## config.mk

```make
export PLATFORM = sky130hd
export DESIGN_NAME = tap_controller
export DESIGN_NICKNAME = d
export VERILOG_FILES = /design/src/rtl/tap_controller.sv
export SDC_FILE = /design/constraint.sdc
export NUM_CORES = 1
export LEC_CHECK = 0
export BUFFER_PORTS_ARGS = -buffer_cell sky130_fd_sc_hd__buf_2
export CORE_AREA = 2 2 39 41
export CTS_CLUSTER_SIZE = 16
export DETAILED_ROUTE_END_ITERATION = 7
export DIE_AREA = 0 0 41 43
export GPL_ROUTABILITY_DRIVEN = 0
export GPL_TIMING_DRIVEN = 0
export PLACE_DENSITY_LB_ADDON = 0.15
export SKIP_LAST_GASP = 1
export SLEW_MARGIN = 5
export SYNTH_ARGS = -nofsm -noshare
export SYNTH_HDL_FRONTEND = slang
export SYNTH_SLANG_ARGS = --single-unit
export TNS_END_PERCENT = 10
```

## constraint.sdc

```tcl
create_clock -name clk -period 2.55 [get_ports clk]
set_clock_uncertainty 0.2 [all_clocks]
set_input_delay 0.255 -clock clk [delete_from_list [all_inputs] [get_ports clk]]
set_output_delay 0.255 -clock clk [all_outputs]
set_load 0.05 [all_outputs]
```

## src/rtl/tap_controller.sv

```systemverilog
// IEEE 1149.1-style TAP controller: decodes tms into IR/DR capture, shift and
// update enables, steers DR enables by instruction and muxes tdo.
module tap_controller #(
  parameter int IR_WIDTH = 2,
  localparam int NDR = 2 ** IR_WIDTH
) (
  input  logic                clk,
  input  logic                reset,
  input  logic                tms,
  input  logic [IR_WIDTH-1:0] instruction,
  input  logic                ir_tdo,
  input  logic [NDR-1:0]      dr_tdo,
  output logic                scan_reset,
  output logic                ir_capture,
  output logic                ir_shift,
  output logic                ir_update,
  output logic [NDR-1:0]      dr_capture,
  output logic [NDR-1:0]      dr_shift,
  output logic [NDR-1:0]      dr_update,
  output logic                tdo,
  output logic                tdo_en,
  output logic [3:0]          state
);

  typedef enum logic [3:0] {
    TLR    = 4'hF,
    RTI    = 4'hC,
    SEL_DR = 4'h7,
    CAP_DR = 4'h6,
    SH_DR  = 4'h2,
    EX1_DR = 4'h1,
    PA_DR  = 4'h3,
    EX2_DR = 4'h0,
    UPD_DR = 4'h5,
    SEL_IR = 4'h4,
    CAP_IR = 4'hE,
    SH_IR  = 4'hA,
    EX1_IR = 4'h9,
    PA_IR  = 4'hB,
    EX2_IR = 4'h8,
    UPD_IR = 4'hD
  } state_t;

  state_t state_q, state_d;
  logic [NDR-1:0] sel;

  always_ff @(posedge clk or negedge reset) begin
    if (!reset) state_q <= TLR;
    else        state_q <= state_d;
  end

  always_comb begin
    state_d = state_q;
    case (state_q)
      TLR:    state_d = tms ? TLR    : RTI;
      RTI:    state_d = tms ? SEL_DR : RTI;
      SEL_DR: state_d = tms ? SEL_IR : CAP_DR;
      CAP_DR: state_d = tms ? EX1_DR : SH_DR;
      SH_DR:  state_d = tms ? EX1_DR : SH_DR;
      EX1_DR: state_d = tms ? UPD_DR : PA_DR;
      PA_DR:  state_d = tms ? EX2_DR : PA_DR;
      EX2_DR: state_d = tms ? UPD_DR : SH_DR;
      UPD_DR: state_d = tms ? SEL_DR : RTI;
      SEL_IR: state_d = tms ? TLR    : CAP_IR;
      CAP_IR: state_d = tms ? EX1_IR : SH_IR;
      SH_IR:  state_d = tms ? EX1_IR : SH_IR;
      EX1_IR: state_d = tms ? UPD_IR : PA_IR;
      PA_IR:  state_d = tms ? EX2_IR : PA_IR;
      EX2_IR: state_d = tms ? UPD_IR : SH_IR;
      UPD_IR: state_d = tms ? SEL_DR : RTI;
      default: state_d = TLR;
    endcase
  end

  assign sel   = {{(NDR-1){1'b0}}, 1'b1} << instruction;
  assign state = state_q;

  // Moore decodes only; TLR holds every capture/update enable high so that
  // downstream registers, which reset only while enabled, load reset values.
  always_comb begin
    scan_reset = 1'b0;
    ir_capture = 1'b0;
    ir_shift   = 1'b0;
    ir_update  = 1'b0;
    dr_capture = '0;
    dr_shift   = '0;
    dr_update  = '0;
    tdo        = 1'b0;
    tdo_en     = 1'b0;
    case (state_q)
      TLR: begin
        scan_reset = 1'b1;
        ir_capture = 1'b1;
        ir_update  = 1'b1;
        dr_capture = '1;
        dr_update  = '1;
      end
      CAP_IR: ir_capture = 1'b1;
      SH_IR: begin
        ir_shift = 1'b1;
        tdo      = ir_tdo;
        tdo_en   = 1'b1;
      end
      UPD_IR: ir_update = 1'b1;
      CAP_DR: dr_capture = sel;
      SH_DR: begin
        dr_shift = sel;
        tdo      = dr_tdo[instruction];
        tdo_en   = 1'b1;
      end
      UPD_DR: dr_update = sel;
      default: ;
    endcase
  end

endmodule
```

[Word-level counts from Yosys, hierarchy flattened]
Cells that the tools add are included.
Cells by class
  order comparisons: 1
  eq/ne operators: 15
  shift-type cells: 1
  multiplexer cells: 24
  reductions and logical operators: 7
Operator list (number)
  $pmux W4 S12: 1
  $eq A4 B4 Y1 const B: 8
  $eq A4 B3 Y1 const B: 4
  $pmux W4 S2: 2
  $mux W2: 6
  $mux W3: 4
  $reduce_or A2 Y1: 5
  $eq A4 B2 Y1 const B: 2
  $mux W4: 2
  $mux W1: 7
  $eq A4 B1 Y1 const B: 1
  $logic_not A4 Y1: 1
  $shl A1 B2 Y4 const A: 1
  $lt A2 B3 Y1 const B: 1
  $reduce_or A3 Y1: 1
  $bmux W1 S2: 1
  $pmux W1 S2: 1
Storage, ports and cells
  register bits after elaboration: 4
  input port bits: 10
  output and inout bits: 22
  logic and storage cells: 49

[Depth between registers and ports, before layout]
Gate-level depths: netlist (run 1).
  depth after elaboration: 3
  mapped depth: 4

[Least setup slack after synthesis (run 1)]
No wires, ideal clock.
  kind: register to output
  start: register state_q[1], in the netlist state[1]
  end: output dr_shift[0]
  data arrival time: 2511 ps
  setup slack: -416 ps
  stages on the path, launching flop included: 4
  buffers on the path: 0
  cell sequence: dfstp_2 nor3b_4 nand2_1 nor3_1
On the way
  word-level cells in the longest chain between the ends: 2
Ends and longest elaborated chain
  start: declaration: RTL line 44  | state_t state_q, state_d;
  start signal: assignment: RTL line 49  | else state_q <= state_d;
  $eq A4 B2 Y1: RTL line 90  | case (state_q)
  $mux W4: RTL line 90
  end: declaration: RTL line 18  | output logic [NDR-1:0] dr_shift,
No other way between the ends.

[Worst setup path after layout (run 1)]
  start: register state_q[1], in the netlist state[1]
  end: output dr_update[1]
On the way
  word-level cells in the longest chain between the ends: 2
Ends and longest elaborated chain
  $eq A4 B3 Y1 or $eq A4 B4 Y1 (tied branches): RTL line 90
  $pmux W4 S2 *: RTL line 90
  end: declaration: RTL line 19  | output logic [NDR-1:0] dr_update,
Every way passes the cells marked *; elsewhere a longest branch is shown, timed or not.

==> results.yml, run 1 <==
finish:
  largest_register_ffs: 4
  fill_cells: 151
  nNetsFinal: 110
  antennaDiodeCount: 0
  area_delta_synth_final_pct: 47.9
  layout-drive-gt1-share_pct: 46.9
critical_path:
  arrival_ns: 1.57
  crit_top_cell: "buf_2"
  path_buf_inv: 2
  crit_required_ns: 2.10
  setup.worst_path.class: "flop to output pin"
  critical_path.cell_chain: "buf_2 > nor2_1 > nand2_1 > a21oi_1 > buf_2"
  cp_slowest_cell: "dfstp_2"
  critPathMaxFanout: 10
  end_kind: "output pin"
  max_stage_delay_ns: 0.36
  critPathTopFamily: "buffers and inverters"
  ff2ff_setup_slack_ns: 1.11
  cp-start-kind: "flop"
timing:
  hold_viol: 0
  worstMarginPinSlew_ns: 0.315
  fmax_ghz: 0.494
  finalSetupTns_ns: 0
  fin_crit_sh_pct: 79.5
  slew_viol_final: 0
  finalCriticalPeriod_ns: 2.03
  slew-limit-headroom_pct: 78.9
  rsz0062_at_grt: "no"
  setup_viol: 0
global_routing:
  grt_max_degree: 11
  antenna_found_initial: 0
  grt_usage_pct: 13.8
  grt_pass1_vias: 438
  grt_pass1_wl_mm: 1.66
  overflow: 0
power:
  power_uw: 1010
  p_leak_uw: 0.000350
  peakVddDrop_mv: 0.660
  power_density_nw_per_um2: 1550
min_path:
  min_path_type: "input pin to flop"
drt:
  routed_via_density: 4.83
  wl_met3_um: 100
  wl_per_cell_um: 10.2
  dr.pass1.iters: 4
  drt-met1-wl_um: 538
  drt-initial-drc-count: 7
  routed_wl_mm: 1.16
  ant_nets: 0
  vias: 551
  top_layer_used: "met3"
  drc: 0
  route.met2.wl_um: 522
synth:
  syn_avg_cell_area_um2: 6.90
  synth_common_cells: "16 x nand2_1, 9 x a21oi_1, 7 x nor2_1"
  yosysTopAreaCell: "dfstp_2"
  synthesis.area_um2: 442
  ys_seq_area_share_pct: 23.8
  synth_nets: 74
  synth_seq_cells: 4
  synth_top_area_share_pct: 23.8
  ys_top_cells_by_area: "dfstp_2 24%, nand2_1 14%, a21oi_1 10%"
  async_reset_ff_share_pct: 100
  syn_inst: 64
  synth_ff_type: "dfstp_2"
  ys_warn_count: 0
  synth.most_common_cell: "nand2_1"
  synth.distinct_cells: 22
  synth-edff-count: 0
die:
  die_x_um: 41
  num_rows: 14
  die_area_um2: 1760
  die_h_um: 43
  coreArea_um2: 1380
  ios: 32
  start_util_pct: 31.9
clock_tree:
  ctsLongestPathBuffers: 2
  cts_setup_buffers: 0
  cts_resized: 0
  cts_root_buf: "clkbuf_4"
  cts_max_level: 1
  path_clk_slew_ns: 0.04
  clkSinkCount: 4
  cts_tree: "done"
  cts_inserted_buffers: 3
  insertion_delay_ns: 0.23
status:
  status: "completed"
job:
  cap_violations: 0
placement:
  numPortBuffers: 30
  dp_hpwl_um: 926
[per-layer routing]
layer  up-vias  global-route usage, %
met5         -                      0
met1       244                   16.8
met2        20                   20.9
li1        287                      -
met4         0                   2.00
met3         0                   7.85
[stage by stage]
stage | std cells | hold slack, ns | cell area, µm² | util, % | setup WS, ns
after floorplan | 64 | -0.0928 | 450 | - | -0.0598
after global placement | 110 | 0.0366 | 621 | 44.8 | 0.778
after detailed placement | 110 | 0.0404 | 621 | 44.8 | 0.769
after CTS | 114 | 0.0518 | 653 | 47.2 | 0.516
after global routing | 114 | 0.0629 | 653 | 47.2 | 0.413
final | 114 | 0.0578 | 653 | 47.2 | 0.524
[worst reg2reg max path, stage by stage (launching register included)]
cell	delay [ns]
dfstp_2	0.51
buf_2	0.19
inv_1	0.13
a21boi_0	0.19
o221ai_1	0.13
[final timing paths]
kind / from / to / depth (start not counted)
min in group asynchronous: reset / state[3] / 2
max reg2reg: state[3] / state[1] / 4
max: state[1] / dr_update[1] / 5
min reg2reg: state[1] / state[2] / 2
min: tms / state[3] / 2
max in group asynchronous: reset / state[0] / 2
[cells in the final DEF (no fill, tap or decap), types with 3 or more instances in the layout]
master and instances:
a21oi_1 9, nor2_1 7, buf_2 34, nand3_1 3, dfstp_2 4, nand2_1 16, nor2b_1 3, and3_1 4
clkbuf_4 3
[power by group]
part | switching, µW | total [µW] | internal, µW
Combinational | 612 | 805 | 194
Clock | 23.3 | 75.7 | 52.4
Sequential | 19.5 | 134 | 114
[cell type report]
class | count | area [µm²] | share of cell area, %
Multi-Input combinational cell | 54 | 310 | 47.5
Timing Repair Buffer | 31 | 160 | 24.5
Sequential cell | 4 | 105 | 16.1
Buffer | 5 | 31.3 | 4.79
Clock buffer | 3 | 22.5 | 3.45
Tap cell | 16 | 20.0 | 3.07
Inverter | 1 | 3.75 | 0.575
[what timing repair did]
item,CTS,global route
setup endpoints to repair,0,0
endpoints found under the hold margin,4,0
hold buffers,1,0
[kinds of logic (layout without fill, tap and decap cells)]
family,Yosys count,in the layout,synth area share [%]
simple gates,37,37,41.1
mux,1,1,5.10
buf+inv,6,40,7.93
flops,4,4,23.8
compound gates,16,16,22.1
Power figures use the tool's default switching activity.
==> run 2, diff against run 1 <==
==> constraint.sdc (replaced) <==
create_clock -name clk -period 2.1 [get_ports clk]
set_clock_uncertainty 0.2 [all_clocks]
set_input_delay 0.21 -clock clk [delete_from_list [all_inputs] [get_ports clk]]
set_output_delay 0.21 -clock clk [all_outputs]
set_load 0.05 [all_outputs]
==> run 2 against run 1 <==
Effect of this change: sequential power rose by 21%; combinational power grew 23%; critical path depth is the same; largest cell class unchanged; largest power group unchanged; highest routed layer unchanged.
==> results.yml, run 2 (synthesis gave the netlist of run 1 again) <==
drt:
  wl_met3_um: 97
  top_layer_used: "met3"
  drt-initial-drc-count: 14
  wl_per_cell_um: 10.4
  routed_wl_mm: 1.18
  dr.pass1.iters: 4
  ant_nets: 0
  drc: 0
  route.met2.wl_um: 572
  vias: 560
  routed_via_density: 4.91
  drt-met1-wl_um: 510
power:
  peakVddDrop_mv: 0.871
  pwr-share-seq_pct: 13.1
  switching_share_pct: 64.5
  intPower_uw: 441
  p_leak_uw: 0.000354
  power_frac_clock_pct: 7.3
  power_density_nw_per_um2: 1850
  power_uw: 1240
  combPwrFrac_pct: 79.6
  p_switching_uw: 800
timing:
  rsz0062_at_grt: "yes"
  finalCriticalPeriod_ns: 2.01
  worstMarginPinSlew_ns: 0.284
  slew_viol_final: 0
  fin_crit_sh_pct: 95.6
  slew-limit-headroom_pct: 81.0
  setup_viol: 0
  fmax_ghz: 0.498
  hold_viol: 0
critical_path:
  setup.worst_path.class: "flop to output pin"
  critPathMaxFanout: 8
  cp-start-kind: "flop"
  crit_required_ns: 1.69
  end_kind: "output pin"
  arrival_ns: 1.60
status:
  status: "completed"
finish:
  layout_common_cells: "34 x buf_2, 15 x nand2_1, 9 x a21oi_1"
  final_common_cell: "buf_2"
  antennaDiodeCount: 0
  layout-drive-gt1-share_pct: 50.0
  nNetsFinal: 110
  area_delta_synth_final_pct: 52.1
  largest_register_ffs: 4
  post_layout_nonfiller_instances: 114
  fill_cells: 156
global_routing:
  grt_usage_pct: 14.1
  antenna_found_initial: 0
  grt_pass1_vias: 433
  grt_max_degree: 11
  grt_pass1_wl_mm: 1.68
  overflow: 0
clock_tree:
  insertion_delay_ns: 0.23
  path_clk_slew_ns: 0.04
  cts_root_buf: "clkbuf_4"
  ctsLongestPathBuffers: 2
  clkSinkCount: 4
  cts_tree: "done"
  cts_setup_buffers: 0
  cts_max_level: 1
  cts_inserted_buffers: 3
job:
  cap_violations: 0
die:
  start_util_pct: 31.9
  die_area_um2: 1760
  die_h_um: 43
  ios: 32
  die_x_um: 41
  coreArea_um2: 1380
  num_rows: 14
placement:
  dp_hpwl_um: 938
  numPortBuffers: 30
  place_inst: 110
min_path:
  min_path_type: "input pin to flop"
-- run 2: cell count changes in the layout (fill, tap and decap cells not counted) --
cell | before | now
nand2_2 | 0 | 1
nor3_2 | 1 | 0
nor3_4 | 0 | 1
nor2_4 | 0 | 1
nor2_2 | 0 | 1
nor2_1 | 7 | 5
nand2_1 | 16 | 15
-- run 2: area by class of cell --
cell class	count	area [µm²]	share of cell area, %
Tap cell	16	20.0	2.98
Inverter	1	3.75	0.559
Sequential cell	4	105	15.6
Buffer	5	31.3	4.66
Timing Repair Buffer	31	160	23.8
Clock buffer	3	22.5	3.35
Multi-Input combinational cell	54	329	49.0
-- run 2: critical path: stages, from the launching register on --
cell and delay (ns):
dfstp_2 0.35, buf_2 0.16, nor3b_4 0.28, nand2_2 0.14
nor3_4 0.16, buf_2 0.28
-- run 2: final timing paths --
check	from	endpoint	slack, ns	cells past startpoint
max in group asynchronous	reset	state[0]	1.39	2
min	tms	state[3]	0.03	2
min reg2reg	state[0]	state[0]	0.53	2
max	state[0]	dr_shift[0]	0.09	5
min in group asynchronous	reset	state[2]	0.29	2
max reg2reg	state[3]	state[1]	0.63	4
-- run 2: power groups by stage --
stage	Clock, µW	Sequential [µW]	Combinational [µW]
after global routing	105	168	1060
after CTS	94.8	163	989
after floorplan	0	294	669
after detailed placement	0	163	986
after global placement	0	162	985
final	90.6	162	989
-- run 2: layer usage --
metal | global-route usage (%) | vias to the layer above
met5 | 0 | -
met4 | 6.00 | 0
met3 | 4.71 | 0
met2 | 20.6 | 21
met1 | 18.2 | 250
li1 | - | 289
-- run 2: through the flow --
stage          worst slack, ns  hold WS [ns]  area, µm²  TNS [ns]  utilization (%)
2_1_floorplan           -0.300        -0.138        467     -2.31                -
3_3_place_gp             0.324      -0.00859        637         0             46.0
3_5_place_dp             0.311      -0.00308        637         0             46.0
4_1_cts                 0.0648        0.0241        669         0             48.4
5_1_grt                -0.0200        0.0277        672   -0.0293             48.6
6_report                0.0923        0.0253        672         0             48.6
-- run 2: what timing repair did --
| action | CTS | global route |
|---|---|---|
| hold buffers | 1 | 0 |
| endpoints found under the setup margin | 0 | 3 |
| resized for setup | 0 | 1 |
| endpoints found under the hold margin | 4 | 0 |
==> run 3, diff against run 2 <==
--- a/config.mk
+++ b/config.mk
@@ -5,6 +5,7 @@
 export SDC_FILE = /design/constraint.sdc
 export NUM_CORES = 1
 export LEC_CHECK = 0
+export ABC_AREA = 1
 export BUFFER_PORTS_ARGS = -buffer_cell sky130_fd_sc_hd__buf_2
 export CORE_AREA = 2 2 39 41
 export CTS_CLUSTER_SIZE = 16
==> run 3 against run 2 <==
Effect of this change: combinational power up 0.5%; critical path depth unchanged; final area up 3.0%; setup slack worse by 0.0019 ns; die area unchanged; clock-buffer cell count unchanged; hold slack better by 0.045 ns; via count up 2.5%; register-to-register slack worse by 0.02 ns; synthesized cell count up 22%; critical endpoint is now dr_update[0]; largest power group unchanged.
==> results.yml, run 3 <==
placement:
  numPortBuffers: 31
  dp_hpwl_mm: 1.02
  place_area_um2: 629
timing:
  slew-limit-headroom_pct: 84.1
  finalSetupTns_ns: 0
  hold_viol: 0
  finalCriticalPeriod_ns: 2.01
  setup_viol: 0
  slew_viol_final: 0
  rsz0062_at_grt: "yes"
  fin_crit_sh_pct: 95.7
  worstMarginPinSlew_ns: 0.236
  fmax_ghz: 0.498
job:
  cap_violations: 0
drt:
  ant_nets: 0
  routed_wl_mm: 1.22
  wl_per_cell_um: 9.38
  vias: 574
  dr.pass1.iters: 4
  drc: 0
  drt-initial-drc-count: 5
  routed_via_density: 4.42
synth:
  ys_top_cells_by_area: "dfstp_2 24%, nand2_1 17%, nor2_1 14%"
  ys_warn_count: 0
  synth_ff_type: "dfstp_2"
  synth_nets: 88
  async_reset_ff_share_pct: 100
  syn_avg_cell_area_um2: 5.69
  synth_top_area_share_pct: 23.7
  yosysTopAreaCell: "dfstp_2"
  synth_seq_cells: 4
  synth.most_common_cell: "nand2_1"
  synth-edff-count: 0
  ys_seq_area_share_pct: 23.7
  synthesis.area_um2: 444
  synth.distinct_cells: 16
  synth_common_cells: "20 x nand2_1, 16 x nor2_1, 11 x o21ai_0"
  syn_inst: 78
finish:
  nNetsFinal: 126
  layout_common_cells: "22 x buf_2, 20 x nand2_1, 16 x nor2_1"
  layout-drive-gt1-share_pct: 43.0
  antennaDiodeCount: 0
  area_delta_synth_final_pct: 55.8
  fill_cells: 161
  utilization_pct: 50.0
  final_cell_area_um2: 692
  regArea_um2: 105
  final_common_cell: "buf_2"
  multi_input_area_um2: 295
  largest_register_ffs: 4
clock_tree:
  cts_inserted_buffers: 3
  ctsLongestPathBuffers: 2
  clkSinkCount: 4
  path_clk_slew_ns: 0.03
  insertion_delay_ns: 0.23
  cts_root_buf: "clkbuf_4"
  cts_max_level: 1
  cts_tree: "done"
global_routing:
  grt_pass1_wl_mm: 1.95
  antenna_found_initial: 0
  grt_max_degree: 11
  grt_usage_pct: 15.7
  overflow: 0
  grt_pass1_vias: 469
critical_path:
  end_kind: "output pin"
  cp-start-kind: "flop"
  critPathMaxFanout: 7
  crit_required_ns: 1.69
  setup.worst_path.class: "flop to output pin"
  arrival_ns: 1.60
  worstRegToRegCells: 5
power:
  peakVddDrop_mv: 0.696
  power_uw: 1310
  p_leak_uw: 0.000393
  power_density_nw_per_um2: 1890
status:
  status: "completed"
die:
  start_util_pct: 32.1
  die_h_um: 43
  die_area_um2: 1760
  num_rows: 14
  coreArea_um2: 1380
  die_x_um: 41
  ios: 32
min_path:
  hold_depth: 3
  min_path_type: "input pin to flop"
[run 3: changes by cell type after synthesis, moves of 4 or more]
| cell | change |
|---|---|
| o21ai_0 | +10 |
| inv_1 | +9 |
| nor2_1 | +9 |
| a21oi_1 | -7 |
| buf_2 | -4 |
| nand2_1 | +4 |
[run 3: final cells by class]
type,instances,share of cell area (%)
buffer,1,0.723
multi-input combinational,60,42.7
sequential,4,15.2
inverter,13,7.05
clock buffer,3,3.25
timing repair buffer,33,28.2
tap,16,2.89
[run 3: routing by layer]
| layer | up-vias | global-route usage (%) | share of wire, % |
|---|---|---|---|
| li1 | 318 | - | - |
| met1 | 243 | 22.2 | 44 |
| met2 | 13 | 24.7 | 52 |
| met3 | 0 | 0 | 4.6 |
| met4 | 0 | 6.00 | 0 |
| met5 | - | 0 | 0 |
[run 3: through the flow]
step | std cells | worst slack (ns) | hold WS [ns]
6_report | 130 | 0.0904 | 0.0700
5_1_grt | 130 | -0.0528 | 0.0996
4_1_cts | 129 | 0.0345 | 0.0619
3_5_place_dp | 125 | 0.287 | -0.00794
3_3_place_gp | 125 | 0.304 | -0.00667
2_1_floorplan | 78 | -0.160 | -0.138
[run 3: worst max-delay path: stages, from the launching register on]
cell and delay (ns):
dfstp_2 0.61, inv_2 0.10, nor2_2 0.10, nand3_1 0.14, o21ai_1 0.17, clkbuf_4 0.25
[run 3: worst paths after layout]
check                           slack (ns)           end      from
worst max-delay path                  0.09  dr_update[0]  state[2]
max in group asynchronous             1.39      state[2]     reset
min in group asynchronous             0.29      state[1]     reset
worst max register to register        0.61      state[1]  state[2]
worst min-delay path                  0.07      state[2]       tms
worst min register to register        0.38      state[3]  state[3]
[run 3: cell families (layout without fill, tap and decap cells)]
family          Yosys count  after routing  synth area share [%]
compound gates           15             15                  18.0
buf+inv                  14             50                  12.1
flops                     4              4                  23.7
simple gates             45             45                  46.2
[run 3: repair_timing]
item,CTS,global route
gates resized for setup,0,12
hold buffers,1,0
buffers inserted,0,1
hold endpoints to repair,4,0
endpoints found under the setup margin,0,9
[run 3: power breakdown]
part           internal [µW]  switching, µW  leakage (µW)
logic                    251            743      0.000337
registers                148           75.8     0.0000421
clock network           63.6           26.8     0.0000138
